==> config.mk <==
export PLATFORM = sky130hd
export DESIGN_NAME = seven_seg_bcd_driver
export DESIGN_NICKNAME = d
export VERILOG_FILES = /design/src/rtl/seven_seg_bcd_driver.sv
export SDC_FILE = /design/constraint.sdc
export NUM_CORES = 1
export LEC_CHECK = 0
export ABC_CLOCK_PERIOD_IN_PS = 5600
export CAP_MARGIN = 20
export CELL_PAD_IN_SITES_DETAIL_PLACEMENT = 2
export CELL_PAD_IN_SITES_GLOBAL_PLACEMENT = 2
export CORE_MARGIN = 2
export CORE_UTILIZATION = 38
export DETAILED_ROUTE_END_ITERATION = 12
export PLACE_DENSITY = 0.91
export SYNTH_ARGS = -nofsm -noshare
export SYNTH_HDL_FRONTEND = slang
export SYNTH_SLANG_ARGS = --single-unit
==> constraint.sdc <==
create_clock -name i_clk -period 5.6 [get_ports i_clk]
set_input_delay 1.12 -clock i_clk [delete_from_list [all_inputs] [get_ports i_clk]]
set_output_delay 1.12 -clock i_clk [all_outputs]
set_load 0.005 [all_outputs]
==> src/rtl/seven_seg_bcd_driver.sv <==
// Binary-to-BCD (double dabble) converter driving DIGITS active-low seven-segment digits.
// Latency: o_done rises IN_W+1 cycles after the capture edge; back-to-back throughput IN_W+2 cycles.
// Backpressure: o_ready is high only in IDLE; requests while busy are dropped, never queued.
module seven_seg_bcd_driver #(
    parameter int IN_W     = 16,
    parameter int DIGITS   = 5,
    parameter int BLANK_LZ = 1,
    parameter int SIGNED   = 0
) (
    input  logic                  i_clk,
    input  logic                  i_rst,
    input  logic                  i_valid,
    input  logic [IN_W-1:0]       i_value,
    output logic                  o_ready,
    output logic [7*DIGITS-1:0]   o_seven,
    output logic                  o_done,
    output logic                  o_overflow
);
    localparam int BCD_W = 4 * DIGITS;
    localparam int CNT_W = $clog2(IN_W);

    localparam logic [CNT_W-1:0] LAST_STEP = CNT_W'(IN_W - 1);
    localparam logic [6:0]       SEG_BLANK = 7'b1111111;
    localparam logic [6:0]       SEG_DASH  = 7'b0111111;

    typedef enum logic [1:0] {
        ST_IDLE,
        ST_SHIFT,
        ST_FINISH
    } state_t;

    state_t               state_q, state_d;
    logic [IN_W-1:0]      mag_q, mag_d;
    logic [BCD_W-1:0]     bcd_q, bcd_d;
    logic [CNT_W-1:0]     cnt_q, cnt_d;
    logic                 ovf_q, ovf_d;
    logic                 neg_q, neg_d;
    logic [7*DIGITS-1:0]  seven_q, seven_d;
    logic                 oflow_q, oflow_d;
    logic                 done_q, done_d;

    logic [BCD_W-1:0]     bcd_adj;
    logic [7*DIGITS-1:0]  disp_seven;
    logic                 disp_ovf;
    logic                 lz_seen;
    logic [3:0]           cur_dig;

    // Active-low segment pattern for one decimal digit (bit6..bit0 = g..a).
    function automatic logic [6:0] seg_digit(input logic [3:0] d);
        logic [6:0] s;
        case (d)
            4'd0:    s = 7'b1000000;
            4'd1:    s = 7'b1111001;
            4'd2:    s = 7'b0100100;
            4'd3:    s = 7'b0110000;
            4'd4:    s = 7'b0011001;
            4'd5:    s = 7'b0010010;
            4'd6:    s = 7'b0000010;
            4'd7:    s = 7'b1011000;
            4'd8:    s = 7'b0000000;
            4'd9:    s = 7'b0010000;
            default: s = SEG_BLANK;
        endcase
        return s;
    endfunction

    // Double-dabble correction: every BCD digit of 5 or more gets +3 before the shift.
    always_comb begin
        bcd_adj = bcd_q;
        for (int k = 0; k < DIGITS; k++) begin
            if (bcd_q[4*k +: 4] >= 4'd5) begin
                bcd_adj[4*k +: 4] = bcd_q[4*k +: 4] + 4'd3;
            end
        end
    end

    // Segment image for the finished conversion: dashes on overflow, sign digit, leading-zero blanking.
    always_comb begin
        disp_ovf   = ovf_q;
        disp_seven = '1;
        lz_seen    = 1'b0;
        cur_dig    = 4'd0;
        // With a sign digit, anything reaching the top BCD digit does not fit the numeric field.
        if (SIGNED != 0 && bcd_q[BCD_W-1 -: 4] != 4'd0) begin
            disp_ovf = 1'b1;
        end
        for (int k = DIGITS - 1; k >= 0; k--) begin
            cur_dig = bcd_q[4*k +: 4];
            if (disp_ovf) begin
                disp_seven[7*k +: 7] = SEG_DASH;
            end else if (SIGNED != 0 && k == DIGITS - 1) begin
                disp_seven[7*k +: 7] = neg_q ? SEG_DASH : SEG_BLANK;
            end else begin
                if (cur_dig != 4'd0) begin
                    lz_seen = 1'b1;
                end
                if (BLANK_LZ != 0 && !lz_seen && k != 0) begin
                    disp_seven[7*k +: 7] = SEG_BLANK;
                end else begin
                    disp_seven[7*k +: 7] = seg_digit(cur_dig);
                end
            end
        end
    end

    // Next-state and datapath: capture in IDLE, IN_W shift steps, publish the result in FINISH.
    always_comb begin
        state_d = state_q;
        mag_d   = mag_q;
        bcd_d   = bcd_q;
        cnt_d   = cnt_q;
        ovf_d   = ovf_q;
        neg_d   = neg_q;
        seven_d = seven_q;
        oflow_d = oflow_q;
        done_d  = 1'b0;
        case (state_q)
            ST_IDLE: begin
                if (i_valid) begin
                    // Negation is done modulo 2^IN_W so the most negative value yields its true magnitude.
                    neg_d   = (SIGNED != 0) && i_value[IN_W-1];
                    mag_d   = neg_d ? -i_value : i_value;
                    bcd_d   = '0;
                    ovf_d   = 1'b0;
                    cnt_d   = '0;
                    state_d = ST_SHIFT;
                end
            end
            ST_SHIFT: begin
                bcd_d = {bcd_adj[BCD_W-2:0], mag_q[IN_W-1]};
                mag_d = {mag_q[IN_W-2:0], 1'b0};
                // A bit falling off the top digit means the value does not fit: sticky for this conversion.
                ovf_d = ovf_q | bcd_adj[BCD_W-1];
                cnt_d = cnt_q + CNT_W'(1);
                if (cnt_q == LAST_STEP) begin
                    state_d = ST_FINISH;
                end
            end
            ST_FINISH: begin
                seven_d = disp_seven;
                oflow_d = disp_ovf;
                done_d  = 1'b1;
                state_d = ST_IDLE;
            end
            default: begin
                state_d = ST_IDLE;
            end
        endcase
    end

    // State register; reset darkens the display and abandons any conversion in flight.
    always_ff @(posedge i_clk) begin
        if (i_rst) begin
            state_q <= ST_IDLE;
            mag_q   <= '0;
            bcd_q   <= '0;
            cnt_q   <= '0;
            ovf_q   <= 1'b0;
            neg_q   <= 1'b0;
            seven_q <= '1;
            oflow_q <= 1'b0;
            done_q  <= 1'b0;
        end else begin
            state_q <= state_d;
            mag_q   <= mag_d;
            bcd_q   <= bcd_d;
            cnt_q   <= cnt_d;
            ovf_q   <= ovf_d;
            neg_q   <= neg_d;
            seven_q <= seven_d;
            oflow_q <= oflow_d;
            done_q  <= done_d;
        end
    end

    assign o_ready    = (state_q == ST_IDLE);
    assign o_seven    = seven_q;
    assign o_done     = done_q;
    assign o_overflow = oflow_q;

endmodule

======== Word-level counts from Yosys, hierarchy flattened ========
Memory sizes are Yosys's and may differ from the RTL's. A register that Yosys moved wholly into a read port is not among the register bits.
Index checks and enable logic that the tools add are counted.
word-level totals
  bits in registers ....................... 80
  ROM bits ................................ 560
  output and inout bits ................... 38
  memories ................................ 5
memories
  name             words  bits a word  rd ports  clocked after memory_dff  write ports  line  text
  (no name shown)  16     7            1         1                         0            51    case (d)
  (no name shown)  16     7            1         1                         0            51
  (no name shown)  16     7            1         1                         0            51
  (no name shown)  16     7            1         1                         0            51
  (no name shown)  16     7            1         1                         0            51
cells by class
  $add $sub $neg .......................... 6
  order comparisons ....................... 5
  equality and inequality tests ........... 5
  multiplexer cells ....................... 44
  bitwise logic cells ..................... 1
  reduce and logical (&&, ||, !) cells .... 8
operator list
  cell                                                               count
  2-to-1 mux 4 bit                                                   16
  2-to-1 mux 7 bit                                                   9
  one-hot mux 20 bit (2 select lines)                                1
  one-hot mux 16 bit (2 select lines)                                1
  adder 4 x 2 -> 4 bit, second input constant                        5
  greater-or-equal comparator 4 x 3 -> 1 bit, second input constant  5
  2-to-1 mux 20 bit                                                  1
  2-to-1 mux 16 bit                                                  1
  nonzero test 4 bit                                                 4
  2-to-1 mux 1 bit                                                   10
  one-hot mux 4 bit (2 select lines)                                 1
  adder 4 x 1 -> 4 bit, second input constant                        1
  == test 4 bit, second input constant                               1
  2-to-1 mux 2 bit                                                   2
  != test 2 bit, second input constant                               2
  one-hot mux 2 bit (2 select lines)                                 1
  AND reduction 2 bit                                                2
  == test 2 x 1 -> 1 bit, second input constant                      1
  == test 2 bit, second input constant                               1
  zero test 2 bit                                                    1
  one-hot mux 1 bit (2 select lines)                                 1
  nonzero test 2 bit                                                 1
  bitwise OR 1 bit                                                   1

======== Logic depth before layout (Yosys ltp) ========
Gate-level depths: netlist (run 1).
  depth in word-level cells ............... 11
  gate-level depth with buffers ........... 12
  mapped depth without buffers ............ 12

======== Least setup slack after synthesis (run 1) ========
No wires, ideal clock.
  kind .................................... input -> register
  from .................................... input port i_rst
  to ...................................... register with a tool-made name
  data arrival time ....................... 2,667 ps
  data required time ...................... 5,494 ps
  slack ................................... 2,827 ps
  stages on the path ...................... 8
  path through ............................ buf_2 -> inv_1 -> clkbuf_1 -> clkbuf_1 -> o21a_1 -> inv_1 -> ha_1 -> o311ai_0
RTL lines
  item                line  text
  start: declaration  11    input logic i_rst,

==> results of run 1 <==
[critical path, delay by kind of cell, from the launching register on]
family	cells	cell delay [ns]
AO/OA/AOI/OAI	3	1.07
flip-flops	1	0.83
AND/OR/NAND/NOR	3	1.06
buffers and inverters	1	0.20
adder cells (fa/ha/maj)	1	0.26
[metal layers]
layer,vias to the layer above,global-route usage
met4,0,0.103
met1,2646,0.308
met3,41,0.0556
met2,135,0.456
li1,2386,-
met5,-,0
[stage by stage]
step	power (mW)	worst slack (ns)
after global placement	0.940	2.09
after global routing	2.14	1.93
after detailed placement	0.947	1.86
after CTS	2.09	2.19
after floorplan	0.913	2.83
final	2.07	2.06
[cells by family after synthesis]
family,Yosys count,synth area share
and+or+nand+nor,206,0.185
muxes,6,0.0108
DFF,115,0.405
xor gates and xnor gates,1,0.00154
buffers and inverters,78,0.0591
AOI/OAI and AO/OA,184,0.253
adders and majority gates,39,0.0859
[area by class of cell]
type,count,area (um2),share of cell area
flip-flops and latches,115,2300,0.332
repair buffers,63,608,0.0877
clock buffers,20,457,0.0658
well taps,184,230,0.0332
inverters,36,135,0.0195
multi-input cells,436,3050,0.439
clock inverters,12,156,0.0225
diodes,1,2.50,0.000361
[worst paths after layout]
check	slack, ns	to	start
worst max-delay path	2.06	register	state_q[0]$_SDFFE_PP0P_
worst min-delay path	0.44	o_seven[16]$_SDFFE_PP1P_	register
worst max register to register	2.06	register	state_q[0]$_SDFFE_PP0P_
worst min register to register	0.44	o_seven[16]$_SDFFE_PP1P_	register
[power by group through the flow]
stage          Combinational, mW  Clock [mW]  Sequential [mW]
2_1_floorplan             0.0582           0            0.855
3_3_place_gp              0.0822           0            0.858
4_1_cts                   0.0922        1.15            0.842
3_5_place_dp              0.0879           0            0.859
6_report                  0.0913        1.14            0.843
5_1_grt                   0.0993        1.19            0.844
[synthesized netlist by cell type (12+ instances only)]
cell type    n  share of area
a211oi_1    12          0.016
a21oi_1     15          0.013
a311oi_1    18          0.028
buf_2       13          0.011
clkbuf_1    23          0.015
dfxtp_1    115           0.41
ha_1        39          0.086
inv_1       30          0.020
nand2_1     76          0.050
nor2_1      52          0.034
o21ai_0     17          0.015
o22ai_1     30          0.033
o31ai_1     12          0.016
==> metrics.yaml, run 1 <==
critical_path:
  slowest_delay_ns: 0.83
  reg2reg_depth: 8
  slowest_stage: "dfxtp_1"
  crit_required_ns: 5.94
  crit_type: "register to register"
  critical-path-top-cell-by-count: "nand2_1"
  cp-start-kind: "register"
  cp.arrival_ns: 3.88
  crit_fanout: 33
  cp-end-kind: "register"
  crit_chain: "and2b_4, nand2_1, o31ai_1, inv_1, ha_1, nand2_1, a21oi_1, a311oi_1"
route:
  drt_pass1_iterations: 4
  postRouteAntennaNets: 0
  met3_length_um: 684
  viasPerCell: 6.01
  num_vias: 5208
  drc_errors: 0
  wirelength_mm: 20.1
  top_layer: "met4"
  drtIter0Drc: 231
  met1_length_mm: 8.50
  wl_met2_mm: 10.4
  wl_per_cell_um: 23.2
pwr:
  power_density_nw_per_um2: 299
  switching_share: 0.235
  clkPwrFrac: 0.549
  p_seq_frac: 0.407
  p_sw_mw: 0.486
  p_comb_frac: 0.044
  intPower_mw: 1.59
  leakagePower_nw: 2.75
  ir_drop_uv: 215
global_routing:
  grt_first_pass_wirelength_mm: 32.5
  antenna_found_initial: 1
  grt_pass1_vias: 5850
  grt_max_degree: 56
  grt.total_usage: 0.259
  gr-total-overflow: 0
synth:
  synth_async_sr_flop_share: 0
  synthCells: 629
  synthDistinctLibCells: 72
  ys.flop_type: "dfxtp_1"
  avgSynthCellArea_um2: 9.03
  synth_edf_count: 0
  synth_seq_cells: 115
  synth_seq_area_share: 0.405
  yosys_warnings: 0
  syn_area_um2: 5680
  syn_nets: 687
timing:
  slew_violations: 0
  fin_hold_ws_ns: 0.441
  fin_crit_sh: 0.632
  skew_ns: 0.0250
  fin_tns_setup_ns: 0
  clock.fmax_mhz: 283
  setup_viol: 0
  max-slew-margin-rel: 0.432
  rsz0062_at_grt: "no"
  fin_crit_ns: 3.54
  worstMarginPinSlew_ns: 0.850
  hold_violations: 0
finish:
  fillers: 1510
  final_common_cell: "dfxtp_1"
  final_core_util: 0.475
  final_nets: 727
  drive_gt1_frac: 0.109
  finalInstanceArea_um2: 6940
  areaGrowthSynthToFinish_pct: 22.2
  fin_cells: 867
  final_cell_mix: "dfxtp_1 (115), nand2_1 (76), clkdlybuf4s50_1 (55)"
floorplanning:
  coreArea_um2: 14600
  initial_utilization: 0.389
  die_w_um: 126
  rows: 44
  io_pins: 57
  dieArea_um2: 15900
  die_y_um: 126
clock_tree:
  clock_latency_ns: 0.44
  clock-root-buffer: "clkbuf_16"
  clock_path_buffers: 2
  hold_buffers: 0
  cts_max_level: 4
  cts_tree: "yes"
  cts_setup_buffers: 0
  cts_resized: 0
  clkTransAtPathRegs_ns: 0.07
  cts.sinks: 115
  numCtsBuffers: 17
placed_design:
  hpwl_mm: 12.0
  portBuffers: 56
  placed_cells: 834
  place_area_um2: 6320
  place.gp.congestion: 0.820
run_status:
  status: "finished clean"
job:
  drv_cap: 0
min_path:
  hold_class: "register to register"
  min_delay_path_depth: 2
(Power assumes the default switching activity.)
==> run 2, diff against run 1 <==
- ABC_CLOCK_PERIOD_IN_PS: 5600 -> 3600
- CORE_UTILIZATION: 38 -> 35
- PLACE_DENSITY: 0.91 -> 0.85
- clock period: 5.6 -> 3.6 ns (I/O delays scaled with it)
==> run 2 against run 1 <==
  * Clock power rose by 67%
  * Register-to-register slack got worse by 1.4 ns
  * Sequential share of layout area shrank 0.40 points
  * Combinational power up 54%
  * Global-route usage decreased by 4.2 points
  * Largest power group unchanged
  * Total power grew 62%
  * Sequential cell count is the same
  * First-iteration DRC count decreased by 17%
==> metrics.yaml, run 2 (synthesized netlist as in run 1, its figures left out) <==
floorplanning:
  coreArea_um2: 15900  # was 14600 um2
  die_w_um: 131  # was 126 um
  rows: 46  # was 44
  io_pins: 57  # unchanged
  die_y_um: 131  # was 126 um
  initial_utilization: 0.357  # was 0.389
  dieArea_um2: 17300  # was 15900 um2
critical_path:
  crit_type: "input port to register"  # was register to register
  r2r-start: "state_q[0]$_SDFFE_PP0P_"  # unchanged
  slowest_stage: "o21bai_4"  # was dfxtp_1
  cp-start-kind: "input port"  # was register
  reg2reg_depth: 8  # unchanged
  crit_fanout: 29  # was 33
  cp.arrival_ns: 3.33  # was 3.88 ns
  worst_setup_path_startpoint: "i_valid"  # was state_q[0]$_SDFFE_PP0P_
  crit_required_ns: 3.93  # was 5.94 ns
  rrSetupSlack_ns: 0.67  # was 2.06 ns
  cp-end-kind: "register"  # unchanged
  slowest_delay_ns: 0.65  # was 0.83 ns
  crit_chain: "clkdlybuf4s50_1, o21bai_4, a32o_1, nor3_2, nor2_1, inv_1, ha_1, nand2_1, a21oi_1, a311oi_1"  # was and2b_4, nand2_1, o31ai_1, inv_1, ha_1, nand2_1, a21oi_1, a311oi_1
route:
  drc_errors: 0  # unchanged
  drtIter0Drc: 191  # was 231
  drt_pass1_iterations: 4  # unchanged
  postRouteAntennaNets: 0  # unchanged
  wl_per_cell_um: 20.4  # was 23.2 um
  num_vias: 5069  # was 5208
  wirelength_mm: 18.3  # was 20.1 mm
  viasPerCell: 5.64  # was 6.01
clock_tree:
  cts_resized: 0  # unchanged
  clock_latency_ns: 0.43  # was 0.44 ns
  clock_path_buffers: 2  # unchanged
  cts_max_level: 4  # unchanged
  numCtsBuffers: 17  # unchanged
  clock-root-buffer: "clkbuf_16"  # unchanged
  clkTransAtPathRegs_ns: 0.05  # was 0.07 ns
  hold_buffers: 0  # unchanged
  cts_tree: "yes"  # unchanged
  cts_setup_buffers: 0  # unchanged
  cts.sinks: 115  # unchanged
finish:
  final_cell_mix: "dfxtp_1 (115), nand2_1 (76), clkdlybuf4s50_1 (55)"  # unchanged
  final_nets: 728  # was 727
  drive_gt1_frac: 0.108  # was 0.109
  final_core_util: 0.442  # was 0.475
  areaGrowthSynthToFinish_pct: 23.6  # was 22.2%
  final_common_cell: "dfxtp_1"  # unchanged
  finalInstanceArea_um2: 7020  # was 6940 um2
  antenna_cells: 0  # was 1
timing:
  skew_ns: 0.00824  # was 0.0250 ns
  rsz0062_at_grt: "no"  # unchanged
  max-slew-margin-rel: 0.405  # was 0.432
  fin_tns_setup_ns: 0  # unchanged
  setup_viol: 0  # unchanged
  clock.fmax_mhz: 333
  slew_violations: 0  # unchanged
  hold_violations: 0  # unchanged
  worstMarginPinSlew_ns: 0.890  # was 0.850 ns
  fin_crit_ns: 3.00
  fin_hold_ws_ns: 0.445  # was 0.441 ns
  finalWorstSetupSlack_ns: 0.598  # was 2.06 ns
  fin_crit_sh: 0.834
placed_design:
  hpwl_mm: 11.6  # was 12.0 mm
  portBuffers: 56  # unchanged
  place.gp.congestion: 0.792  # was 0.820
  pre_cts_ws_ns: 0.333  # was 1.86 ns
  place_area_um2: 6370  # was 6320 um2
min_path:
  hold_path_end: "o_seven[21]$_SDFFE_PP1P_"  # was o_seven[16]$_SDFFE_PP1P_
  min_delay_path_depth: 2  # unchanged
  hold_class: "register to register"  # unchanged
global_routing:
  grt_pass1_vias: 5648  # was 5850
  gr-total-overflow: 0  # unchanged
  antenna_found_initial: 0  # was 1
  grt_max_degree: 56  # unchanged
  grt_first_pass_wirelength_mm: 30.0  # was 32.5 mm
  grt.total_usage: 0.217  # was 0.259
pwr:
  leakagePower_nw: 2.79  # was 2.75 nW
  power_density_nw_per_um2: 476  # was 299 nW/um2
  ir_drop_uv: 353  # was 215 uV
job:
  drv_cap: 0  # unchanged
run_status:
  status: "finished clean"  # unchanged
==> run 2: area by class of cell <==
cell class                 instances  area [um2]
inverter                          36         135
clock inverter                    10         178
multi-input combinational        436        3050
fill                            1719        8860
sequential                       115        2300
timing repair buffer              64         616
clock buffer                      22         474
tap                              216         270
==> run 2: worst max-delay path by stage <==
stage,slack (ns),end
final,0.60,register
after floorplan,1.23,register
after global routing,0.42,register
after detailed placement,0.33,register
after global placement,0.48,register
after CTS,0.61,register
==> run 2: critical path: cells and delay by family <==
kind	cells	cell delay, ns
AOI/OAI and AO/OA	4	1.24
adders and majority gates	1	0.26
buffers and inverters	2	0.63
and+or+nand+nor	3	0.46
==> run 2: per-stage QoR <==
step	cells	power, mW
2_1_floorplan	629	1.42
3_3_place_gp	867	1.46
3_5_place_dp	867	1.47
4_1_cts	899	3.38
5_1_grt	899	3.46
6_report	899	3.34
==> run 2: report_power, final <==
group	switching [mW]	total, mW	internal (mW)
sequential	0.0139	1.31	1.29
combinational	0.0904	0.141	0.0507
clock	0.619	1.90	1.28
total	0.723	3.34	2.62
==> run 2: routing by layer <==
layer | part of all wire | global-route usage | vias to the layer above
li1 | - | - | 2390
met1 | 0.41 | 0.240 | 2526
met2 | 0.53 | 0.400 | 103
met3 | 0.032 | 0.0490 | 50
met4 | 0.027 | 0.0918 | 0
met5 | 0 | 0 | -
